`src/rtl/csi_axis_out.sv`:
```
// rtl/csi_axis_out.sv - stereo parallel video to 32-bit AXI4-Stream bridge with SOF/EOL framing
//
// Ports:
//   clk, rst_n         clock, asynchronous active-low reset
//   enb                block enable; low synchronously flushes FIFO and clears state/flags
//   sof_in             one-cycle frame-start pulse
//   v_in               pixel valid (cannot be stalled)
//   d1_in, d2_in       channel-1 / channel-2 pixel words
//   m_axis_t*          AXI4-Stream master: tdata={d2,d1}, tuser=SOF, tlast=EOL
//   fifo_cnt           words held (including the one presented on m_axis)
//   frame_cnt          completed frames, wraps
//   ovf                sticky: pixel dropped on full FIFO
//   len_err            sticky: sof_in arrived mid-frame
module csi_axis_out #(
    parameter int WIDTH   = 640,
    parameter int HEIGHT  = 480,
    parameter int FIFO_AW = 4
) (
    input  logic               clk,
    input  logic               rst_n,
    input  logic               enb,
    input  logic               sof_in,
    input  logic               v_in,
    input  logic [15:0]        d1_in,
    input  logic [15:0]        d2_in,
    output logic [31:0]        m_axis_tdata,
    output logic               m_axis_tvalid,
    input  logic               m_axis_tready,
    output logic               m_axis_tuser,
    output logic               m_axis_tlast,
    output logic [FIFO_AW:0]   fifo_cnt,
    output logic [15:0]        frame_cnt,
    output logic               ovf,
    output logic               len_err
);

    localparam int               DEPTH    = 1 << FIFO_AW;
    localparam logic [10:0]      PX_LAST  = 11'(WIDTH - 1);
    localparam logic [10:0]      LN_LAST  = 11'(HEIGHT - 1);
    localparam logic [FIFO_AW:0] CNT_FULL = (FIFO_AW + 1)'(DEPTH);

    typedef enum logic {
        IDLE,
        ACTIVE
    } state_t;

    state_t      state, state_n;
    logic [10:0] px, px_n, ln, ln_n;
    logic        first, first_n;

    // Position of the pixel seen this cycle; a sof_in in the same cycle
    // rebases it to pixel 0 of a new frame.
    logic [10:0] cur_px, cur_ln;
    logic        cur_first, in_frame;

    logic        wr_req, wr_user, wr_last;
    logic        frame_done, restart_err;

    always_comb begin
        state_n     = state;
        px_n        = px;
        ln_n        = ln;
        first_n     = first;
        wr_req      = 1'b0;
        wr_user     = 1'b0;
        wr_last     = 1'b0;
        frame_done  = 1'b0;
        restart_err = 1'b0;
        cur_px      = px;
        cur_ln      = ln;
        cur_first   = first;
        in_frame    = (state == ACTIVE);

        if (sof_in) begin
            restart_err = (state == ACTIVE);
            state_n     = ACTIVE;
            cur_px      = 11'd0;
            cur_ln      = 11'd0;
            cur_first   = 1'b1;
            in_frame    = 1'b1;
            px_n        = 11'd0;
            ln_n        = 11'd0;
            first_n     = 1'b1;
        end

        if (in_frame && v_in) begin
            wr_req  = 1'b1;
            wr_user = cur_first;
            wr_last = (cur_px == PX_LAST);
            first_n = 1'b0;
            if (cur_px == PX_LAST) begin
                px_n = 11'd0;
                if (cur_ln == LN_LAST) begin
                    ln_n       = 11'd0;
                    state_n    = IDLE;
                    frame_done = 1'b1;
                end else begin
                    ln_n = cur_ln + 11'd1;
                end
            end else begin
                px_n = cur_px + 11'd1;
            end
        end
    end

    always_ff @(posedge clk or negedge rst_n) begin
        if (!rst_n) begin
            state <= IDLE;
            px    <= 11'd0;
            ln    <= 11'd0;
            first <= 1'b0;
        end else if (!enb) begin
            state <= IDLE;
            px    <= 11'd0;
            ln    <= 11'd0;
            first <= 1'b0;
        end else begin
            state <= state_n;
            px    <= px_n;
            ln    <= ln_n;
            first <= first_n;
        end
    end

    // FIFO: memory holds every queued word including the one on the output
    // register, so fifo_cnt==DEPTH is the true capacity. The output register
    // is refreshed each edge from the head that will remain after this edge's
    // pop; a word written this edge becomes visible one edge later.
    logic [33:0]        mem [DEPTH];
    logic [FIFO_AW-1:0] wr_ptr, rd_ptr, head_n;
    logic [FIFO_AW:0]   cnt, remain;
    logic [33:0]        out_word;
    logic               out_valid;
    logic               full, rd_en, wr_en;

    assign full   = (cnt == CNT_FULL);
    assign rd_en  = out_valid & m_axis_tready;
    // A full FIFO still accepts a write when the head leaves in the same cycle.
    assign wr_en  = wr_req & (~full | rd_en);
    assign head_n = rd_ptr + FIFO_AW'(rd_en);
    assign remain = cnt - (FIFO_AW + 1)'(rd_en);

    always_ff @(posedge clk) begin
        if (enb && wr_en) begin
            mem[wr_ptr] <= {wr_user, wr_last, d2_in, d1_in};
        end
    end

    always_ff @(posedge clk or negedge rst_n) begin
        if (!rst_n) begin
            wr_ptr    <= '0;
            rd_ptr    <= '0;
            cnt       <= '0;
            out_word  <= '0;
            out_valid <= 1'b0;
            ovf       <= 1'b0;
            len_err   <= 1'b0;
            frame_cnt <= 16'd0;
        end else if (!enb) begin
            wr_ptr    <= '0;
            rd_ptr    <= '0;
            cnt       <= '0;
            out_word  <= '0;
            out_valid <= 1'b0;
            ovf       <= 1'b0;
            len_err   <= 1'b0;
        end else begin
            if (wr_en) begin
                wr_ptr <= wr_ptr + 1'b1;
            end
            rd_ptr <= head_n;
            unique case ({wr_en, rd_en})
                2'b10:   cnt <= cnt + 1'b1;
                2'b01:   cnt <= cnt - 1'b1;
                default: cnt <= cnt;
            endcase
            if (remain != '0) begin
                out_valid <= 1'b1;
                out_word  <= mem[head_n];
            end else begin
                out_valid <= 1'b0;
            end
            if (wr_req && full && !rd_en) begin
                ovf <= 1'b1;
            end
            if (restart_err) begin
                len_err <= 1'b1;
            end
            if (frame_done) begin
                frame_cnt <= frame_cnt + 16'd1;
            end
        end
    end

    assign m_axis_tvalid = out_valid;
    assign m_axis_tuser  = out_word[33];
    assign m_axis_tlast  = out_word[32];
    assign m_axis_tdata  = out_word[31:0];
    assign fifo_cnt      = cnt;

endmodule

```
`config.mk`:
```
export PLATFORM = sky130hd
export DESIGN_NAME = csi_axis_out
export DESIGN_NICKNAME = d
export VERILOG_FILES = /design/src/rtl/csi_axis_out.sv
export SDC_FILE = /design/constraint.sdc
export NUM_CORES = 1
export LEC_CHECK = 0
export ABC_AREA = 1
export BUFFER_PORTS_ARGS = -buffer_cell sky130_fd_sc_hd__clkbuf_2
export CAP_MARGIN = 20
export CELL_PAD_IN_SITES_DETAIL_PLACEMENT = 0
export CELL_PAD_IN_SITES_GLOBAL_PLACEMENT = 2
export CORE_UTILIZATION = 42
export CTS_CLUSTER_DIAMETER = 150
export DETAILED_ROUTE_END_ITERATION = 16
export PLACE_DENSITY_LB_ADDON = 0.3
export SLEW_MARGIN = 15
export SYNTH_ARGS = -nofsm -noshare
export SYNTH_HDL_FRONTEND = slang
export SYNTH_SLANG_ARGS = --single-unit
```
`constraint.sdc`:
```
create_clock -name clk -period 3.67 [get_ports clk]
set_input_delay 0.1835 -clock clk [delete_from_list [all_inputs] [get_ports clk]]
set_output_delay 0.1835 -clock clk [all_outputs]
set_load 0.02 [all_outputs]
```
==> reports/metrics.csv <==
metric,value,unit
number of nets with antenna violations after routing,0,
final period utilization,0.7674,
Post-DP HPWL,39400,microns
vias in the first global route,17110,
Main synth FF type,edfxtp_1,
Fmax,355.1,MHz
endpoints failing setup,0,
status,"complete, no violations",
cells after synthesis,2324,
Post-synth EDFFs,544,
"Avg Cell Area, Syn",11.26,sq um
1st-iter DRT viols,1640,
die width,251.6,microns
top cell type's share of synthesized area,0.6241,
Max-slew headroom,0.2612,
Detailed Routing Iterations Pass 1,5,
clock-pin slew on the worst setup and hold paths,60,ps
register area,18590,sq um
GRT met2 Usage,0.3843,
Final nets,2491,
Core ar.,61600,sq um
Worst Skew,23.20,ps
Hold Path Class,in -> reg,
Crit Reg-Reg Startpoint,m_axis_tvalid$_DFF_PN0_,
startpoint types,flop,
largest net degree at the start of global routing,100,
Routed WL,72010,microns
Critical Path Most Common Cell,nand3_1,
area occupied by multi-input gates,6984,sq um
CTS Root Cell,clkbuf_16,
crit path from,m_axis_tvalid$_DFF_PN0_,
Vias,17820,
Final Slew Violations,0,
"commonest non-fill, non-tap cell in the layout",nand2_1,
Synth area leader,edfxtp_1,
total global-route track usage,0.2299,
"Req. time, crit path",4210,ps
total gr overflow,0,
Worst Tran Pin Value,1108,ps
worst-path cell chain,nand2_1 -> inv_1 -> ha_4 -> ha_4 -> xnor2_2 -> buf_4 -> nand3_1 -> nand3_1 -> nand3_1 -> nand2_1,
worst-skew pair later-pin latency,620,ps
Hold Fails Final Rpt,0,
Worst path slowest cell,buf_4,
placer's final routability congestion estimate,0.8352,
GR Util met1,0.3138,
area grow syn2layout,16.08,%
"Async S/R FF share, synth",0.1420,
Pleak,11.41,nW
Crit Path Class,reg -> reg,
Synthesis Warnings,0,
total clock sinks,634,
synthesized flop and latch total,634,
TNS Setup,0,ps
most frequent cells in the layout,"694 x nand2_1, 586 x nand3_1, 544 x edfxtp_1",
Port Buf Inserts,95,
met3 usage,0.03735,
fin crit period,2816,ps
Vias/cell,5.347,
"Buf+Inv Stages, Crit Path",2,
die area,63330,sq um
register area share after synthesis,0.7101,
I/O pins,96,
Max Buffers Root-to-Sink,3,
Avg WL per Cell,21.60,microns
Min Hold Slack,28.12,ps
row count,91,
crit end category,flop,
RSZ-0062 raised after global routing,false,
synthesized area,26180,sq um
DRC viols,0,
first-pass GRT wire length,108500,microns
number of CTS-inserted buffers,69,
Top delay family on crit path,buffers and inverters,
CP arrival,3360,ps
layout cells sized above 1,0.1246,
global routing's busiest layer,met2,
Hold Path Origin,d1_in[14],
worst vdd ir,0.4092,mV
fill count,5504,
Post-CTS Setup Bufs,0,
power per cell area,632.8,nW/um^2
die height,251.6,microns
Critical Path Max Stage Delay,840,ps
max cap viols,0,
crit path max fanout,69,
largest cells by area after synthesis,"edfxtp_1 62%, nand3_1 11%, nand2_1 10%, dfrtp_1 8.6%, clkbuf_1 1.3%",
Yosys cell types,37,
antenna violations before repair,3,
initial core utilization,0.4249,
final core utilization,0.4932,
net count of the mapped netlist,2374,
post-CTS sizing,0,
CTS tree,done,
H-tree depth,3,
flip-flops by register name, indices dropped and copies added (netlist names):
name / cells
frame_cnt: 16
ln: 11
first: 1
out_word: 34
fifo_cnt: 5
state: 1
wr_ptr: 4
mem: 544
rd_ptr: 4
ovf: 1
px: 11
len_err: 1
m_axis_tvalid: 1
final timing paths:
| check | to | slack, ps | cells past startpoint |
|---|---|---|---|
| hold reg to reg | len_err$_DFFE_PN0P_ | 490 | 2 |
| setup reg to reg | out_word[30]$_DFFE_PN0P_ | 850 | 10 |
| min in group asynchronous | px[7]$_DFF_PN0_ | 310 | 2 |
| max in group asynchronous | out_word[29]$_DFFE_PN0P_ | 2410 | 3 |
| hold / removal | mem[8][14]$_DFFE_PP_ | 30 | 1 |
| setup / recovery | out_word[30]$_DFFE_PN0P_ | 850 | 10 |
where the power goes:
group	switching, mW	internal [mW]	total [mW]
Combinational	2.89	1.11	4.00
Clock	2.88	4.13	7.01
Sequential	0.161	8.06	8.22
timing repair:
item	in CTS	in global routing
hold buffers	16	0
endpoints found under the setup margin	0	0
hold endpoints to repair	274	0
per-stage QoR:
step / power (mW) / worst slack [ps] / area (sq um) / instances
finish: 19.23 / 853.6 / 30380 / 3333
global route: 20.06 / 746.3 / 30380 / 3333
CTS: 19.43 / 878.5 / 30380 / 3332
detailed placement: 12.40 / 901.5 / 27960 / 3191
global placement: 12.37 / 931.0 / 27960 / 3191
floorplan: 10.91 / 647.4 / 26180 / 2324
cell usage after synthesis (3+ instances only):
| library cell | instances |
|---|---|
| inv_2 | 4 |
| buf_2 | 15 |
| nor2_2 | 6 |
| nand2_2 | 5 |
| xnor2_1 | 6 |
| inv_1 | 62 |
| nand2_1 | 694 |
| o21ai_1 | 4 |
| nor3_1 | 14 |
| a21oi_1 | 11 |
| dfrtp_1 | 90 |
| nor2_4 | 3 |
| clkbuf_1 | 93 |
| buf_1 | 17 |
| nor2_1 | 92 |
| xor2_1 | 16 |
| edfxtp_1 | 544 |
| ha_1 | 12 |
| o21ai_0 | 20 |
| nand3_1 | 586 |
| nand4_1 | 10 |
metal layers:
metal,vias to the layer above,share of wire
met2,478,0.49
met4,2,0.016
met5,-,0.00012
li1,8347,-
met1,8911,0.44
met3,83,0.054
layout make-up:
cell class,instances,share of cell area
clock buffer,85,0.06021
multi-input combinational,1494,0.2299
inverter,68,0.008772
antenna,1,0.00008236
sequential,634,0.6118
timing repair buffer,174,0.04069
tap,837,0.03447
clock inverter,40,0.01413
kinds of logic after synthesis:
group	after synthesis	synth area share
flip-flops	634	0.7101
AO/OA/AOI/OAI	37	0.007648
buffers and inverters	196	0.02959
XOR/XNOR	23	0.007983
AND/OR/NAND/NOR	1422	0.2389
adder cells (fa/ha/maj)	12	0.005736
Note: power is estimated with default switching activity, not from simulation.
